[src/rtl/fetch_controller_pkg.sv]
// fetch_controller_pkg
//   Shared constants and types for the instruction-fetch controller.
//   The `define constants are the shared header:
//     `ADDR_LEN, `INSN_LEN  - address and instruction widths
//     `FETCH_ST_*           - FSM state encoding
//   The package wraps these values in an enum and provides PC helper functions.
//   Optional feature macro used by this block: FETCH_PERF_EN.
`ifndef FETCH_CONTROLLER_DEFS
`define FETCH_CONTROLLER_DEFS
`define ADDR_LEN        32
`define INSN_LEN        32
`define FETCH_ST_IDLE   2'd0
`define FETCH_ST_REQ    2'd1
`define FETCH_ST_WAIT   2'd2
`define FETCH_ST_OUT    2'd3
`endif

package fetch_controller_pkg;

    typedef enum logic [1:0] {
        ST_IDLE = `FETCH_ST_IDLE,
        ST_REQ  = `FETCH_ST_REQ,
        ST_WAIT = `FETCH_ST_WAIT,
        ST_OUT  = `FETCH_ST_OUT
    } fetch_state_e;

    // Instruction-word alignment: the low two bits of a PC are always zero.
    function automatic logic [`ADDR_LEN-1:0] word_align(input logic [`ADDR_LEN-1:0] pc);
        return pc & ~`ADDR_LEN'(3);
    endfunction

    // Address of the 8-byte fetch line that contains pc.
    function automatic logic [`ADDR_LEN-1:0] line_addr(input logic [`ADDR_LEN-1:0] pc);
        return {pc[`ADDR_LEN-1:3], 3'b000};
    endfunction

endpackage

[src/rtl/fetch_controller_perf.sv]
// fetch_perf_counter
//   A free-running 32-bit event counter. It wraps modulo 2^32 and is cleared by reset.
//   Ports:
//     clk_i    - clock
//     reset_i  - asynchronous active-low reset
//     inc_i    - count one event this cycle
//     cnt_o    - current count
module fetch_perf_counter (
    input  logic        clk_i,
    input  logic        reset_i,
    input  logic        inc_i,
    output logic [31:0] cnt_o
);

    always_ff @(posedge clk_i or negedge reset_i) begin
        if (!reset_i)
            cnt_o <= '0;
        else if (inc_i)
            cnt_o <= cnt_o + 32'd1;
    end

endmodule

[src/rtl/fetch_controller.sv]
// fetch_controller
//   This block is the instruction-fetch sequencer. It holds the architectural fetch PC
//   and runs the instruction-memory request/grant/response handshake. Only one
//   request can be outstanding at a time. It presents a 64-bit line together
//   with the current PC. The IF stage uses pc_o[2] to pick one word of that line.
//   Every output is decoded from registered state. No input has a combinational
//   path to any output.
//   Ports:
//     clk_i, reset_i       - clock and asynchronous active-low reset
//     imem_req_o/addr_o    - fetch request and 8-byte line address
//     imem_gnt_i           - request accepted
//     imem_rvalid_i/rdata_i- response (arrives at least one cycle after the grant)
//     stall_i              - the downstream stage cannot take the instruction
//     redirect_i/pc_i      - branch or exception redirect
//     valid_o, pc_o, idata_o - the presented instruction and its line
//     perf_*_cnt_o         - exist only when FETCH_PERF_EN is defined
//   Optional feature macro: FETCH_PERF_EN (adds the fetch and stall counters).
module fetch_controller
    import fetch_controller_pkg::*;
#(
    parameter logic [`ADDR_LEN-1:0] RESET_PC = 32'h0000_0000
) (
    input  logic                   clk_i,
    input  logic                   reset_i,
    output logic                   imem_req_o,
    output logic [`ADDR_LEN-1:0]   imem_addr_o,
    input  logic                   imem_gnt_i,
    input  logic                   imem_rvalid_i,
    input  logic [2*`INSN_LEN-1:0] imem_rdata_i,
    input  logic                   stall_i,
    input  logic                   redirect_i,
    input  logic [`ADDR_LEN-1:0]   redirect_pc_i,
    output logic                   valid_o,
    output logic [`ADDR_LEN-1:0]   pc_o,
    output logic [2*`INSN_LEN-1:0] idata_o
`ifdef FETCH_PERF_EN
    ,
    output logic [31:0]            perf_fetch_cnt_o,
    output logic [31:0]            perf_stall_cnt_o
`endif
);

    fetch_state_e           state;
    logic [`ADDR_LEN-1:0]   pc_q;
    logic [2*`INSN_LEN-1:0] line_q;
    // drop_q is set when the response for the outstanding request belongs to a
    // path that a redirect has already abandoned.
    logic                   drop_q;

    logic [`ADDR_LEN-1:0]   target_pc;
    assign target_pc = word_align(redirect_pc_i);

    always_ff @(posedge clk_i or negedge reset_i) begin
        if (!reset_i) begin
            state  <= ST_IDLE;
            pc_q   <= RESET_PC;
            line_q <= '0;
            drop_q <= 1'b0;
        end else begin
            unique case (state)
                ST_IDLE: begin
                    if (redirect_i)
                        pc_q <= target_pc;
                    state <= ST_REQ;
                end
                ST_REQ: begin
                    if (redirect_i) begin
                        pc_q <= target_pc;
                        // The memory already holds the old address. Its response must be thrown away.
                        if (imem_gnt_i) begin
                            state  <= ST_WAIT;
                            drop_q <= 1'b1;
                        end
                    end else if (imem_gnt_i) begin
                        state <= ST_WAIT;
                    end
                end
                ST_WAIT: begin
                    if (imem_rvalid_i) begin
                        if (drop_q || redirect_i) begin
                            drop_q <= 1'b0;
                            state  <= ST_REQ;
                            if (redirect_i)
                                pc_q <= target_pc;
                        end else begin
                            line_q <= imem_rdata_i;
                            state  <= ST_OUT;
                        end
                    end else if (redirect_i) begin
                        drop_q <= 1'b1;
                        pc_q   <= target_pc;
                    end
                end
                ST_OUT: begin
                    if (redirect_i) begin
                        pc_q  <= target_pc;
                        state <= ST_REQ;
                    end else if (!stall_i) begin
                        pc_q <= pc_q + `ADDR_LEN'(4);
                        // The low word leads into the high word of the same line,
                        // so line_q is reused. The high word needs a new line.
                        if (pc_q[2])
                            state <= ST_REQ;
                    end
                end
                default: state <= ST_IDLE;
            endcase
        end
    end

    assign imem_req_o  = (state == ST_REQ);
    assign imem_addr_o = line_addr(pc_q);
    assign valid_o     = (state == ST_OUT);
    assign pc_o        = pc_q;
    assign idata_o     = line_q;

`ifdef FETCH_PERF_EN
    logic consume_evt;
    logic stall_evt;
    assign consume_evt = (state == ST_OUT) && !stall_i && !redirect_i;
    assign stall_evt   = (state == ST_OUT) && stall_i;

    fetch_perf_counter u_fetch_cnt (
        .clk_i   (clk_i),
        .reset_i (reset_i),
        .inc_i   (consume_evt),
        .cnt_o   (perf_fetch_cnt_o)
    );

    fetch_perf_counter u_stall_cnt (
        .clk_i   (clk_i),
        .reset_i (reset_i),
        .inc_i   (stall_evt),
        .cnt_o   (perf_stall_cnt_o)
    );
`endif

endmodule

[config.mk]
export PLATFORM = sky130hd
export DESIGN_NAME = fetch_controller
export DESIGN_NICKNAME = d
export VERILOG_FILES = /design/src/rtl/fetch_controller_pkg.sv /design/src/rtl/fetch_controller_perf.sv /design/src/rtl/fetch_controller.sv
export SDC_FILE = /design/constraint.sdc
export NUM_CORES = 1
export LEC_CHECK = 0
export CORE_UTILIZATION = 25
export DETAILED_ROUTE_END_ITERATION = 8
export PLACE_DENSITY = 0.57
export SYNTH_ARGS = -nofsm -noshare
export SYNTH_HDL_FRONTEND = slang
export SYNTH_SLANG_ARGS = --single-unit
[constraint.sdc]
create_clock -name clk_i -period 2.02 [get_ports clk_i]
set_clock_uncertainty 0.05 [all_clocks]
set_input_delay 0.606 -clock clk_i [delete_from_list [all_inputs] [get_ports clk_i]]
set_output_delay 0.606 -clock clk_i [all_outputs]
set_load 0.05 [all_outputs]
## After elaboration in Yosys (flattened, before gate mapping)

Index checks and enable logic that the tools add are counted.

| word-level totals | value |
|---|---|
| bits in registers | 99 |
| latch bits | 0 |
| memory bits (writable) | 0 |
| memory bits (read-only) | 0 |
| bits of input ports | 102 |
| output and inout bits | 130 |
| logic and storage cells | 43 |
| memories | 0 |

| operators by class | value |
|---|---|
| add/subtract/negate cells | 1 |
| multiply operators | 0 |
| div/mod/pow operators | 0 |
| magnitude comparators | 0 |
| equality and inequality tests | 10 |
| shift-type cells | 0 |
| muxes and demuxes | 19 |
| bitwise gates (word level) | 1 |
| reductions and logical operators | 8 |

Operators with widths:

| operator | number |
|---|---|
| 2-to-1 mux 32 bit | 5 |
| one-hot mux 32 bit (3 select lines) | 1 |
| adder 32 x 3 -> 32 bit (second input constant) | 1 |
| 2-to-1 mux 2 bit | 6 |
| != test 3 bit (second input constant) | 3 |
| one-hot mux 2 bit (4 select lines) | 1 |
| 2-to-1 mux 1 bit | 5 |
| AND reduction 5 bit | 1 |
| equality test 2 bit (second input constant) | 2 |
| != test 2 x 1 -> 1 bit (second input constant) | 2 |
| AND reduction 4 bit | 1 |
| != test 3 x 2 -> 1 bit (second input constant) | 1 |
| AND reduction 3 bit | 1 |
| equality test 2 x 1 -> 1 bit (second input constant) | 1 |
| logical NOT 2 bit | 1 |
| != test 2 bit (second input constant) | 1 |
| one-hot mux 1 bit (2 select lines) | 1 |
| AND reduction 2 bit | 1 |
| nonzero test 2 bit | 1 |
| OR reduction 2 bit | 1 |
| logical OR 1 bit | 1 |
| NOT 1 bit | 1 |

## Logic depth before layout (Yosys ltp)

Gate-level depths: netlist of run 1.

| logic depth | value |
|---|---|
| depth in word-level cells | 4 |
| depth in mapped cells | 8 |
| gate-level depth less buffers | 7 |

## Worst setup path before layout of run 1

No wires, ideal clock.

| path | value |
|---|---|
| path type | register to register |
| start | register pc_q[2], in the netlist pc_o[2] |
| end | register pc_q[20], in the netlist pc_o[20] |
| setup time | 152 ps |
| arrival | 2020 ps |
| data required time | 1818 ps |
| path slack | -202 ps |
| stages on the path, launching flop included | 8 |
| path buffers | 1 |
| clock period less this slack | 2222 ps |
| cells stage by stage | dfrtp_1 ha_1 nand2_1 or3_1 buf_6 nor2_1 and4_1 a211oi_2 |

| between the ends | value |
|---|---|
| longest elaborated chain between the ends | 4 |

Ends and longest elaborated chain:

| element | line | source |
|---|---|---|
| start, declared | fetch_controller.sv:44 | `` logic [`ADDR_LEN-1:0] pc_q; `` |
| start signal, assigned | fetch_controller.sv:63 | `pc_q <= target_pc;` |
| start signal, assigned | fetch_controller.sv:68 | `pc_q <= target_pc;` |
| start signal, assigned | fetch_controller.sv:84 | `pc_q <= target_pc;` |
| adder 32 x 3 -> 32 bit | fetch_controller.sv:99 | `` pc_q <= pc_q + `ADDR_LEN'(4); `` |
| 2-to-1 mux 32 bit | fetch_controller.sv:98 | `end else if (!stall_i) begin` |
| 2-to-1 mux 32 bit | fetch_controller.sv:95 | `if (redirect_i) begin` |
| one-hot mux 32 bit (3 select lines) | fetch_controller.sv:60 | `unique case (state)` |

No other way between the ends. The select of a mux whose other input is x is not followed.
A chain may end at the register's enable or synchronous reset.

## Worst setup path in the final report of run 1

| path | value |
|---|---|
| start | input port stall_i |
| end | register pc_q[2], in the netlist pc_o[2] |

| between the ends | value |
|---|---|
| longest elaborated chain between the ends | 2 |

Ends and longest elaborated chain:

| element | line | source |
|---|---|---|
| start, declared | fetch_controller.sv:30 | `input logic stall_i,` |
| != test 3 bit (no line) | -- |  |
| AND reduction 2 bit (no line) | -- |  |

No other way between the ends.

==> results of run 1 <==
[what timing repair did]
item,4_1_cts,5_1_grt
gates resized for setup,1,9
setup endpoints to repair,4,12
setup buffers,0,1
gates cloned,0,1
pin swaps,0,2
[flip-flops by register name, indices dropped and copies added, names as in the netlist]
signal,flops
idata_o,64
pc_o,30
state,2
drop_q,1
[cell families after synthesis]
kind of cell	share of synthesized area
flops	0.503
buf+inv	0.0865
fa+ha+maj	0.0104
compound gates	0.123
xor+xnor	0.00181
mux	0.00441
other cells	0.000777
simple gates	0.271
[synthesized netlist by cell type (all sizes together), types with 2 or more instances]
library cell	n	area share
a22oi	3	0.0047
a211oi	2	0.0041
o21ai	19	0.020
a41oi	2	0.0036
o311ai	2	0.0036
a311o	3	0.0062
nor2b	3	0.0039
ha	4	0.010
a311oi	4	0.0073
nor3	12	0.015
a31oi	7	0.0091
a32oi	2	0.0036
and4	4	0.0080
o32ai	2	0.0036
o22a	4	0.0075
clkbuf	19	0.017
or2b	2	0.0041
o22ai	3	0.0039
a21oi	22	0.023
nand2b	2	0.0026
nand2	218	0.17
a21o	2	0.0031
nand4	4	0.0065
nor2	27	0.023
inv	9	0.0070
nand3	13	0.013
and3	6	0.0083
o2bb2ai	4	0.0073
buf	43	0.062
or3	2	0.0026
dfrtp	97	0.50
nor4	4	0.0065
[routing by layer]
layer	global-route usage	share of wire	up-vias	wire (um)
met5	0	0	-	0
li1	-	-	2336	-
met3	0.0503	0.075	12	1140
met1	0.194	0.44	2240	6620
met2	0.263	0.48	175	7280
met4	0.0412	0.010	0	154
[critical path, cell delays in order]
cell	delay, ns
sky130_fd_sc_hd__clkdlybuf4s50_1	0.43
sky130_fd_sc_hd__or2b_2	0.35
sky130_fd_sc_hd__buf_4	0.14
sky130_fd_sc_hd__a31oi_1	0.13
sky130_fd_sc_hd__buf_4	0.19
sky130_fd_sc_hd__buf_4	0.13
sky130_fd_sc_hd__xnor2_1	0.10
sky130_fd_sc_hd__o21ai_0	0.08
[layout make-up]
cell class | count | area share
Multi-Input combinational cell | 400 | 0.261
Clock buffer | 10 | 0.0287
Inverter | 10 | 0.00471
Tap cell | 260 | 0.0408
Clock inverter | 6 | 0.00643
Sequential cell | 97 | 0.306
Timing Repair Buffer | 285 | 0.352
[metrics by stage]
| step | TNS, ns | cell area, sq um | std cells | util | setup WS, ns |
|---|---|---|---|---|---|
| finish | 0 | 7980 | 1068 | 0.424 | 0.0334 |
| global route | -0.0263 | 7980 | 1068 | 0.424 | -0.0188 |
| CTS | 0 | 7920 | 1066 | 0.420 | 0.00655 |
| detailed placement | -25.28 | 7640 | 1050 | 0.406 | -0.364 |
| global placement | -25.11 | 7640 | 1050 | 0.406 | -0.346 |
| floorplan | 0 | 4880 | 569 | - | 0.00852 |
[final timing paths]
path                              from           to  cells past startpoint
max                            stall_i      pc_o[2]                      8
min                            reset_i     pc_o[21]                      1
max reg2reg                   pc_o[13]     pc_o[31]                      5
min reg2reg                idata_o[41]  idata_o[41]                      2
max in group asynchronous      reset_i     pc_o[16]                      2
min in group clk_i         idata_o[41]  idata_o[41]                      2
[power by group through the flow]
| stage | Sequential, W | Combinational (W) | Clock, W |
|---|---|---|---|
| 2_1_floorplan | 0.00480 | 0.00150 | 0 |
| 6_report | 0.00293 | 0.00545 | 0.00166 |
| 3_3_place_gp | 0.00294 | 0.00544 | 0 |
| 5_1_grt | 0.00301 | 0.00574 | 0.00181 |
| 3_5_place_dp | 0.00294 | 0.00548 | 0 |
| 4_1_cts | 0.00293 | 0.00547 | 0.00173 |
==> summary.txt, run 1 <==
Die outline height - 141 um
Global-route usage over all layers - 0.157
Mapped cell area - 4830 sq um
Fraction of layout cells with a size suffix above 1 - 0.300
Combinational share of power - 0.543
Synthesis Warnings - 0
Register Area - 2440 sq um
Maximum fanout encountered on the critical timing path - 7
Share of total power in sequential cells - 0.292
Routed length per instance - 14.2 um
Layout filler cell count - 1894
Worst Path Required - 2.19 ns
DRT Wirelength - 15200 um
Half-perimeter wire length of the detailed placement result - 11300 um
Max-capacitance violation count - 0
Gate count after technology mapping - 565
EDFF count, synth - 0
R2r setup slk - 0.10 ns
VDD IR max - 0.656 mV
Maximum buffer depth of the clock tree - 2
Part of the total power dissipated in the clock network - 0.165
Iter 0 DRT Violations - 203
Count of cell types in the netlist - 63
Shortest period the worst path allows - 1.99 ns
Buffers on Ports - 224
Most used cells in the layout excluding fill and tap cells - 217 x sky130_fd_sc_hd__nand2_1, 152 x sky130_fd_sc_hd__buf_4, 96 x sky130_fd_sc_hd__clkdlybuf4s50_1, 83 x sky130_fd_sc_hd__dfrtp_1, 33 x sky130_fd_sc_hd__buf_12
Power Dens Cells - 1260 nW/um^2
Root buffer cell - sky130_fd_sc_hd__clkbuf_16
Flop and latch count out of synthesis - 97
Hold Fails Final Rpt - 0
Async set or reset register ratio after synthesis - 1.00
Clock Latency Late Sink - 0.34 ns
Switching part of the total power - 0.473
Class of the most critical hold timing path - input pin to async pin
Vias in the first global route - 4666
CTS Sinks - 97
Die outline area - 19900 sq um
Reported net switching power - 0.00475 W
Number of iterations in the first detailed-routing pass - 6
Global route total overflow - 0
LEAKAGE - 3.87 nW
Routed vias - 4763
Number of buffers created by CTS - 9
Standard-cell rows - 50
Category of the critical setup timing path - input pin to flop
Post-CTS Hold Fix Bufs - 0
Syn avg cell area - 8.55 sq um
Layout overhead on the synthesized area - 65.2%
Clock transition time at the flip-flop clock pins of the worst setup and hold paths - 0.07 ns
Last weighted congestion value of the routability-driven placer - 0.787
DRC violation count after routing - 0
TritonCTS clock tree - done
Endpoints failing setup - 0
Final nets - 909
Sequential element share of the synthesized area - 0.503
H-tree depth - 3
Remaining antenna violation count after routing - 0
Internal power - 0.00529 W
Starting utilization of the core area - 0.256
Leading cell type in the layout, fill and taps excluded - sky130_fd_sc_hd__nand2_1
Worst hold slack after final layout - 0.0802 ns
First-pass GRT wire length - 24400 um
Result of the run - finished clean
Highest clock rate - 0.503 GHz
Crit share post-route - 0.983
Sum of internal, switching and leakage power - 0.0100 W
# diodes - 0
Number of antenna violations at the first check in global routing - 0
Setup repair after global routing missed its margin - yes
Number of max-slew violations in the final report - 0
Arrival time worst endpoint - 2.16 ns
Core box area - 18800 sq um
Routed via count divided by cell count - 4.46
Largest net degree at the start of global routing - 59
Number of top-level design ports - 232
Top_reg_cell synth - sky130_fd_sc_hd__dfrtp_1
Multi-input combinational cell area - 2080 sq um
Die X-Extent - 141 um
Sort of element at the end of the critical path - flop
Nature of the critical path startpoint - input pin
No activity file was read; power rests on OpenSTA's default activity.
==> run 2, diff against run 1 <==
Settings changed: MAX_ROUTING_LAYER set to met4.
==> run 2 against run 1 <==
Worst setup slack worse by 0.0023 ns. First-iteration DRC count up 20%. Power about the same. Critical path depth unchanged. Cell count about the same. Via count up 0.36%. Critical endpoint unchanged. Highest routed layer unchanged.
==> summary.txt, run 2 (synthesis gave the netlist of run 1 again) <==
Result of the run - finished clean
Total placed instance area - 7640 sq um (unchanged)
Register Area - 2440 sq um (unchanged)
VDD IR max - 0.657 mV (+0.14%)
Global-route usage over all layers - 0.162 (+0.00512)
Buffer and inverter count on the worst path - 4 (unchanged)
Global route total overflow - 0 (unchanged)
Maximum fanout encountered on the critical timing path - 7 (unchanged)
Nature of the critical path startpoint - input pin
Power Dens Cells - 1260 nW/um^2 (about the same)
CTS Sinks - 97 (unchanged)
Finished layout cell area - 7980 sq um (about the same)
Filler-free cell count of the finished design - 1069 (+0.094%)
Layout overhead on the synthesized area - 65.2% (about the same)
Category of the critical setup timing path - input pin to flop
Worst setup slack after placement - -0.364 ns (unchanged)
Vias in the first global route - 4679 (+0.28%)
Post-CTS Hold Fix Bufs - 0 (unchanged)
Crit path cell chain - clkdlybuf4s50_1 -> or2b_2 -> buf_4 -> a31oi_1 -> buf_4 -> buf_4 -> xnor2_1 -> o21ai_0
Setup WS post-layout - 0.0312 ns (-0.00227 ns)
H-tree depth - 3 (unchanged)
Leading cell type in the layout, fill and taps excluded - sky130_fd_sc_hd__nand2_1
Number of cells traversed by the worst register-to-register path - 8 (+3)
Number of flip-flops in the largest register - 64 (unchanged)
Last weighted congestion value of the routability-driven placer - 0.798 (+1.4%)
DRC violation count after routing - 0 (unchanged)
Sort of element at the end of the critical path - flop
Remaining antenna violation count after routing - 0 (unchanged)
Stages on worst setup path - 8 (unchanged)
Crit-path most repeated cell - sky130_fd_sc_hd__buf_4
Layout filler cell count - 1896 (+0.11%)
Die outline height - 141 um (unchanged)
Routed via count divided by cell count - 4.47 (+0.26%)
Arrival time worst endpoint - 2.16 ns (about the same)
First-pass GRT wire length - 24400 um (-0.14%)
Sum of internal, switching and leakage power - 0.0100 W (about the same)
Fraction of layout cells with a size suffix above 1 - 0.300 (+0.000866)
Endpoints failing setup - 0 (unchanged)
Clock Latency Late Sink - 0.34 ns (about the same)
Die X-Extent - 141 um (unchanged)
Most used cells in the layout excluding fill and tap cells - 217 x sky130_fd_sc_hd__nand2_1, 153 x sky130_fd_sc_hd__buf_4, 96 x sky130_fd_sc_hd__clkdlybuf4s50_1, 83 x sky130_fd_sc_hd__dfrtp_1, 33 x sky130_fd_sc_hd__buf_12
Number of max-slew violations in the final report - 0 (unchanged)
TritonCTS clock tree - done
Critical Path Slowest Stage Cell - sky130_fd_sc_hd__clkdlybuf4s50_1
R2r setup slk - 0.09 ns (about the same)
Highest clock rate - 0.503 GHz (-0.11%)
Kind of cell adding the most delay to the critical path - buffers and inverters
Half-perimeter wire length of the detailed placement result - 11300 um (unchanged)
Reg-to-Reg Start - state[0]
Standard-cell rows - 50 (unchanged)
Max-capacitance violation count - 0 (unchanged)
# diodes - 0 (unchanged)
LEAKAGE - 3.87 nW (about the same)
Worst setup path startpoint - stall_i
DRT Wirelength - 15300 um (+0.72%)
Final nets - 910 (+0.11%)
Core box area - 18800 sq um (unchanged)
Class of the most critical hold timing path - input pin to async pin
Starting utilization of the core area - 0.256 (unchanged)
Crit path largest cell delay - 0.43 ns (about the same)
Clock transition time at the flip-flop clock pins of the worst setup and hold paths - 0.07 ns (about the same)
Setup repair after global routing missed its margin - yes
Routed vias - 4780 (+0.36%)
Root buffer cell - sky130_fd_sc_hd__clkbuf_16
Number of top-level design ports - 232 (unchanged)
Hold Fails Final Rpt - 0 (unchanged)
Routed length per instance - 14.3 um (+0.63%)
Die outline area - 19900 sq um (unchanged)
Number of buffers created by CTS - 9 (unchanged)
Iter 0 DRT Violations - 244 (+20%)
Worst Path Required - 2.19 ns (about the same)
Largest net degree at the start of global routing - 59 (unchanged)
Multi-input combinational cell area - 2070 sq um (-0.48%)
R2R Path End - pc_o[2]
Shortest period the worst path allows - 1.99 ns (+0.00227 ns)
Number of antenna violations at the first check in global routing - 0 (unchanged)
Number of iterations in the first detailed-routing pass - 6 (unchanged)
Placed instance count - 1050 (unchanged)
Maximum buffer depth of the clock tree - 2 (unchanged)
Finished Core Util - 0.424 (about the same)
Termination of the worst setup path - pc_o[2]
Buffers on Ports - 224 (unchanged)
Crit share post-route - 0.985 (+0.00112)
## run 2: where the power goes
part	total (W)	switching [W]	leakage (nW)	internal (W)
Clock	0.00166	0.000807	0.128	0.000855
Sequential	0.00292	0.000419	1.25	0.00251
Combinational	0.00546	0.00353	2.50	0.00193
Total	0.0100	0.00475	3.87	0.00529
## run 2: layer usage
metal  GRT usage  wire length (um)  up-vias
met1       0.202              6820     2244
met4      0.0412               145        0
li1            -                 -     2339
met3      0.0397              1020       10
met2       0.262              7310      187
met5           -                 0        -
## run 2: stage by stage
stage / hold slack [ns] / setup TNS (ns)
CTS: 0.0678 / 0
detailed placement: 0.414 / -25.28
global route: 0.0707 / -0.00609
finish: 0.0799 / 0
floorplan: 0.260 / 0
global placement: 0.409 / -25.11
## run 2: worst min path at each step
| stage | from | to | slack [ns] | depth (start not counted) |
|---|---|---|---|---|
| 2_1_floorplan | reset_i | drop_q | 0.26 | 0 |
| 3_3_place_gp | idata_o[26] | idata_o[26] | 0.41 | 2 |
| 3_5_place_dp | idata_o[62] | idata_o[62] | 0.41 | 2 |
| 4_1_cts | reset_i | pc_o[15] | 0.07 | 1 |
| 5_1_grt | reset_i | pc_o[9] | 0.07 | 1 |
| 6_report | reset_i | pc_o[21] | 0.08 | 1 |
## run 2: area by class of cell
cell class,count,share of cell area
clock inverters,6,0.00643
repair buffers,286,0.353
well taps,260,0.0408
clock buffers,10,0.0287
multi-input cells,400,0.260
inverters,10,0.00471
flip-flops and latches,97,0.307
## run 2: what timing repair did
action | in CTS | in global routing
resized for setup | 1 | 8
setup buffers | 0 | 2
setup endpoints to repair | 4 | 11
gates cloned | 0 | 1
pin swaps | 0 | 2
